--- src/rtl/vga_out.sv ---
// VGA timing generator with registered pixel, sync and frame-start outputs.
// Defining VGA_TEST_PATTERN_EN replaces the draw inputs with eight vertical colour bars.
module vga_out #(
   parameter int H_ACTIVE = 1280,
   parameter int H_FP     = 64,
   parameter int H_SYNC   = 136,
   parameter int H_BP     = 200,
   parameter int V_ACTIVE = 800,
   parameter int V_FP     = 1,
   parameter int V_SYNC   = 3,
   parameter int V_BP     = 24
) (
   input  logic        clk,
   input  logic        rst,
   input  logic [3:0]  draw_r,
   input  logic [3:0]  draw_g,
   input  logic [3:0]  draw_b,
   output logic [10:0] curr_x,
   output logic [9:0]  curr_y,
   output logic [3:0]  pix_r,
   output logic [3:0]  pix_g,
   output logic [3:0]  pix_b,
   output logic        hsync,
   output logic        vsync,
   output logic        frame_start
);

   localparam int H_TOTAL = H_ACTIVE + H_FP + H_SYNC + H_BP;
   localparam int V_TOTAL = V_ACTIVE + V_FP + V_SYNC + V_BP;

   // Thresholds sized to the counter width so every compare is unsigned and untruncated
   localparam logic [10:0] X_LAST   = 11'(H_TOTAL - 1);
   localparam logic [10:0] X_VIS    = 11'(H_ACTIVE);
   localparam logic [10:0] HS_START = 11'(H_ACTIVE + H_FP);
   localparam logic [10:0] HS_END   = 11'(H_ACTIVE + H_FP + H_SYNC);
   localparam logic [9:0]  Y_LAST   = 10'(V_TOTAL - 1);
   localparam logic [9:0]  Y_VIS    = 10'(V_ACTIVE);
   localparam logic [9:0]  VS_START = 10'(V_ACTIVE + V_FP);
   localparam logic [9:0]  VS_END   = 10'(V_ACTIVE + V_FP + V_SYNC);

   logic [10:0] x_reg, x_next;
   logic [9:0]  y_reg, y_next;
   logic        hsync_reg, vsync_reg, frame_start_reg;
   logic        visible;

   logic [3:0]  draw_c [3];
   logic [3:0]  src_c  [3];
   logic [3:0]  pix_c  [3];

   always_comb begin
      x_next = x_reg + 11'd1;
      y_next = y_reg;
      if (x_reg == X_LAST) begin
         x_next = '0;
         y_next = (y_reg == Y_LAST) ? '0 : y_reg + 10'd1;
      end
   end

   assign visible = (x_reg < X_VIS) && (y_reg < Y_VIS);

   always_ff @(posedge clk) begin
      if (rst) begin
         x_reg           <= '0;
         y_reg           <= '0;
         hsync_reg       <= 1'b1;
         vsync_reg       <= 1'b0;
         frame_start_reg <= 1'b0;
      end else begin
         x_reg           <= x_next;
         y_reg           <= y_next;
         hsync_reg       <= !((x_reg >= HS_START) && (x_reg < HS_END));
         vsync_reg       <= (y_reg >= VS_START) && (y_reg < VS_END);
         frame_start_reg <= (x_reg == '0) && (y_reg == '0);
      end
   end

   assign draw_c[0] = draw_r;
   assign draw_c[1] = draw_g;
   assign draw_c[2] = draw_b;

`ifdef VGA_TEST_PATTERN_EN
   localparam logic [10:0] BAR_W = 11'(H_ACTIVE / 8);
   logic [2:0] bar_idx;

   // Bar index bit 2 drives red, bit 1 green, bit 0 blue
   assign bar_idx = 3'(x_reg / BAR_W);
`endif

   // Channel 0 = red, 1 = green, 2 = blue
   for (genvar gi = 0; gi < 3; gi++) begin : g_chan
      logic [3:0] pix_c_reg;

`ifdef VGA_TEST_PATTERN_EN
      assign src_c[gi] = {4{bar_idx[2-gi]}};
`else
      assign src_c[gi] = draw_c[gi];
`endif

      always_ff @(posedge clk) begin
         if (rst)
            pix_c_reg <= 4'h0;
         else
            pix_c_reg <= visible ? src_c[gi] : 4'h0;
      end

      assign pix_c[gi] = pix_c_reg;
   end

   assign curr_x      = x_reg;
   assign curr_y      = y_reg;
   assign pix_r       = pix_c[0];
   assign pix_g       = pix_c[1];
   assign pix_b       = pix_c[2];
   assign hsync       = hsync_reg;
   assign vsync       = vsync_reg;
   assign frame_start = frame_start_reg;

endmodule

--- config.mk ---
export PLATFORM = sky130hd
export DESIGN_NAME = vga_out
export DESIGN_NICKNAME = d
export VERILOG_FILES = /design/src/rtl/vga_out.sv
export SDC_FILE = /design/constraint.sdc
export NUM_CORES = 1
export LEC_CHECK = 0
export ABC_AREA = 0
export CAP_MARGIN = 20
export CORE_ASPECT_RATIO = 0.75
export CORE_MARGIN = 5
export CORE_UTILIZATION = 47
export CTS_BUF_LIST = sky130_fd_sc_hd__clkbuf_8
export DETAILED_ROUTE_END_ITERATION = 7
export PLACE_DENSITY = 0.88
export SYNTH_ARGS = -nofsm -noshare
export SYNTH_HDL_FRONTEND = slang
export SYNTH_SLANG_ARGS = --single-unit
--- constraint.sdc ---
create_clock -name clk -period 2.4 [get_ports clk]
set_input_delay 0.36 -clock clk [delete_from_list [all_inputs] [get_ports clk]]
set_output_delay 0.36 -clock clk [all_outputs]
set_load 0.005 [all_outputs]
# == Word level (Yosys, flattened, before mapping) ==
# Cells that the tools add are included.
# word_totals
latch_bits,0
out_inout_bits,36
ff_bits,36
inputBits,14
memories,0
romBits,0
mem_bits_rw,0
# classes
order_cmp,6
reduce_logical,9
n_addsub,2
mux,1
bitwise_logic,1
n_div,0
shifts,0
n_eq_ne,2
multipliers,0
# op_table
op,n
$lt 11x11->1 const B,2
$lt 10x10->1 const B,2
$add 11x1->11 const B,1
$eq 11x11->1 const B,1
$ge 11x11->1 const B,1
$logic_not 11->1,1
$add 10x1->10 const B,1
$eq 10x10->1 const B,1
$ge 10x10->1 const B,1
$logic_not 10->1,1
$mux 10,1
$logic_and 1x1->1,4
$reduce_or 2->1,2
$logic_not 1->1,1
$not 1->1,1

# == Depth between registers and ports, before layout ==
# Gate-level depths: netlist (run 1).
# logic_depth
depth_word,4
depth_mapped,6
ltp_nobuf,5

# == Worst setup path after synthesis (run 1) ==
# Ideal clock, no wire load.
# synth_timing
path_kind,reg2reg
startpoint,register x_reg[6] (netlist: curr_x[6])
endpoint,register y_reg[5] (netlist: curr_y[5])
stages_incl_launch_ff,6
setup_slack_ns,0.314
synth_period_minus_slack_ns,2.086
path_buffers,1
arrival_time_ns,2.015
cell_sequence,dfxtp_1 > buf_6 > or4b_4 > or3_4 > or4_1 > a21oi_1
# synth_between
elab_chain_len,1
# synth_rtl
item,line_no,source
from (decl),41,"logic [10:0] x_reg, x_next;"
from (signal assigned),69,x_reg <= x_next;
$eq 11x11->1,53,if (x_reg == X_LAST) begin
to (signal assigned),70,y_reg <= y_next;
to (decl),42,"logic [9:0] y_reg, y_next;"
# No other way between the ends.
# A chain may end at the register's enable or synchronous reset.

# == Worst setup path in the final report (run 1) ==
# layout_timing
startpoint,register x_reg[5] (netlist: curr_x[5])
endpoint,register y_reg[5] (netlist: curr_y[5])
# Same word-level chain as after synthesis.

==> results.sh, run 1 <==
export IMPL_clockPowerShare=0.423
export IMPL_max_slew_margin_rel=0.770
export IMPL_synthAdderAreaFrac=0.0499
export IMPL_clockRootBuffer="clkbuf_8"
export IMPL_grt_pass1_vias=1189
export IMPL_overflow=0
export IMPL_synth_xor_area_frac=0.0641
export IMPL_cp_required_ps=2620
export IMPL_avgRoutedWirePerCell_um=14.0
export IMPL_hp_class="reg -> reg"
export IMPL_cts_buffer_depth=2
export IMPL_fin_ws_ps=248
export IMPL_portBuffers=49
export IMPL_coreArea_sq_um=3000
export IMPL_diodes=0
export IMPL_synthFlopType="dfxtp_1"
export IMPL_path_depth=4
export IMPL_synth_edf_count=0
export IMPL_grt_first_pass_wirelength_um=5660
export IMPL_hold_start="curr_x[0]"
export IMPL_die_w_um=75.3
export IMPL_synth_top_area_share=0.479
export IMPL_rows=17
export IMPL_synth_simple_gate_area_frac=0.299
export IMPL_drive_gt1_frac=0.0731
export IMPL_p_comb_frac=0.070
export IMPL_critical_path_startpoint="curr_x[5]"
export IMPL_ant_nets=0
export IMPL_syn_cell_area_sq_um=1500
export IMPL_crit_type="reg -> reg"
export IMPL_timing_rr_start="curr_x[5]"
export IMPL_power_total_w=0.00123
export IMPL_largest_reg_flops=11
export IMPL_period_minus_slack_ps=2150
export IMPL_clk_pin_slew_worst_paths_ps=70
export IMPL_rsz0062_at_grt="false"
export IMPL_cts_buffers=5
export IMPL_postCtsSetupBuffers=0
export IMPL_drv_slew=0
export IMPL_async_flop_share=0
export IMPL_dp_hpwl_um=2720
export IMPL_cts_hold_buffers=0
export IMPL_synth_top_family_by_area="simple AND/OR/NAND/NOR gates"
export IMPL_cp_arrival_ps=2370
export IMPL_crit_family="simple AND/OR/NAND/NOR gates"
export IMPL_pin_count=50
export IMPL_worst_slew_pin_slew_ps=342
export IMPL_cp_cell_sequence="or4b_4, or3_4, or4_1, a21oi_1"
export IMPL_synth_area_leaders="dfxtp_1 48%, and2_1 5.0%, ha_1 5.0%"
export IMPL_syn_num_nets=182
export IMPL_cap_violations=0
export IMPL_p_sw_w=0.000253
export IMPL_grt_usage=0.168
export IMPL_cp_start_kind="register"
export IMPL_start_util=0.501
export IMPL_nFillCells=240
export IMPL_cts_sinks=36
export IMPL_detail_route_iter0_violations=77
export IMPL_ys_seq_area_frac=0.479
export IMPL_whs_path_depth=1
export IMPL_die_height_um=59.0
export IMPL_finalHoldViolations=0
export IMPL_yosysWarnings=0
export IMPL_ys_types=32
export IMPL_drc=0
export IMPL_die_area_sq_um=4440
export IMPL_drt_first_pass_iters=4
export IMPL_r2r_cells=4
export IMPL_final_common_cell="clkdlybuf4s50_1"
export IMPL_grt_max_degree=13
export IMPL_dr_total_vias=1355
export IMPL_area_delta_synth_final_pct=42.9
export IMPL_powerDensity_nw_per_um2=573
export IMPL_pwr_share_seq=0.506
export IMPL_critPathBufInv=0
export IMPL_syn_avg_cell_area_sq_um=9.28
export IMPL_synth_top_cell_by_area="dfxtp_1"
export IMPL_pre_cts_ws_ps=293
export IMPL_synthMuxAreaShare=0
export IMPL_viasPerCell=5.27
export IMPL_power_internal_w=0.000979
export IMPL_maxClockFrequency_mhz=465
export IMPL_netlist_instances=162
export IMPL_critPathCaptureType="register"
export IMPL_cts_max_level=2
export IMPL_final_cell_mix="49 x clkdlybuf4s50_1, 36 x dfxtp_1, 16 x nor2_1, 12 x and2_1"
export IMPL_cp_max_fo=12
export IMPL_clock_skew_ps=2.41
export IMPL_tns_ps=0
export IMPL_antenna_found_initial=0
export IMPL_fin_nets=238
export IMPL_gp_congestion=0.833
export IMPL_setup_viol=0
export IMPL_synth_seq_cells=36
export IMPL_cts_resized_gates=0
export IMPL_peakVddDrop_mv=0.591
export IMPL_cpMaxStageDelayCell="or4b_4"
export IMPL_clk_latency_ps=290
export IMPL_switching_share=0.205
export IMPL_cts_tree="done"
export IMPL_status="finished, final reports clean"
export IMPL_slowest_delay_ps=570
export IMPL_finalCritPeriodShare=0.897
export IMPL_synth_compound_area_frac=0.0707
export IMPL_p_leak_nw=0.782
export IMPL_wl_um=3610
==> metrics by stage <==
step | cells | instance area (sq um) | utilization | hold slack (ps)
2_1_floorplan | 162 | 1500 | - | 432
3_3_place_gp | 249 | 2040 | 0.680 | 473
3_5_place_dp | 249 | 2040 | 0.680 | 502
4_1_cts | 257 | 2150 | 0.717 | 522
5_1_grt | 257 | 2150 | 0.717 | 558
6_report | 257 | 2150 | 0.717 | 513
==> synthesized netlist by cell type, types with 4 or more instances <==
cell type and count:
a21oi_1 6, and2_1 12, and3_1 4, dfxtp_1 36, ha_1 6, inv_1 6
nand2_1 8, nand3_1 7, nand4_1 7, nor2_1 16, nor3_1 8, nor4_1 4
o21ai_0 8, or3_1 4, xnor2_1 5, xor2_1 6
==> cell families after synthesis <==
| logic type | after synthesis |
|---|---|
| flops | 36 |
| simple gates | 80 |
| xor+xnor | 11 |
| fa+ha+maj | 6 |
| buf+inv | 10 |
| compound gates | 19 |
==> worst paths after layout <==
path | endpoint | slack (ps)
setup reg to reg | curr_y[5] | 250
hold reg to reg | curr_x[0] | 510
hold / removal | curr_x[0] | 510
setup / recovery | curr_y[5] | 250
==> layer usage <==
metal / global-route usage / routed length [um]
met1: 0.216 / 1570
met2: 0.251 / 1640
met3: 0.0644 / 350
met4: 0.0673 / 46
met5: 0 / 0
==> area by class of cell <==
| type | instances | area, sq um | area share |
|---|---|---|---|
| clock buffers | 5 | 68.8 | 0.0320 |
| clock inverters | 3 | 42.5 | 0.0198 |
| inverters | 6 | 22.5 | 0.0105 |
| multi-input cells | 116 | 727 | 0.338 |
| flip-flops and latches | 36 | 721 | 0.335 |
| well taps | 38 | 47.5 | 0.0221 |
| repair buffers | 53 | 520 | 0.242 |
==> power by group through the flow <==
| stage | registers (W) | logic [W] | clock network, W |
|---|---|---|---|
| after floorplan | 0.000638 | 0.0000229 | 0 |
| after global placement | 0.000636 | 0.0000857 | 0 |
| after detailed placement | 0.000638 | 0.0000873 | 0 |
| after CTS | 0.000624 | 0.0000882 | 0.000535 |
| after global routing | 0.000626 | 0.0000952 | 0.000562 |
| final | 0.000624 | 0.0000868 | 0.000521 |
Note: power is estimated with default switching activity, not from simulation.
==> run 2, diff against run 1 <==
- HOLD_SLACK_MARGIN: default -> 0.12
==> results of run 2 <==
No change in the layout: final DEF, timing and power equal those of run 1.
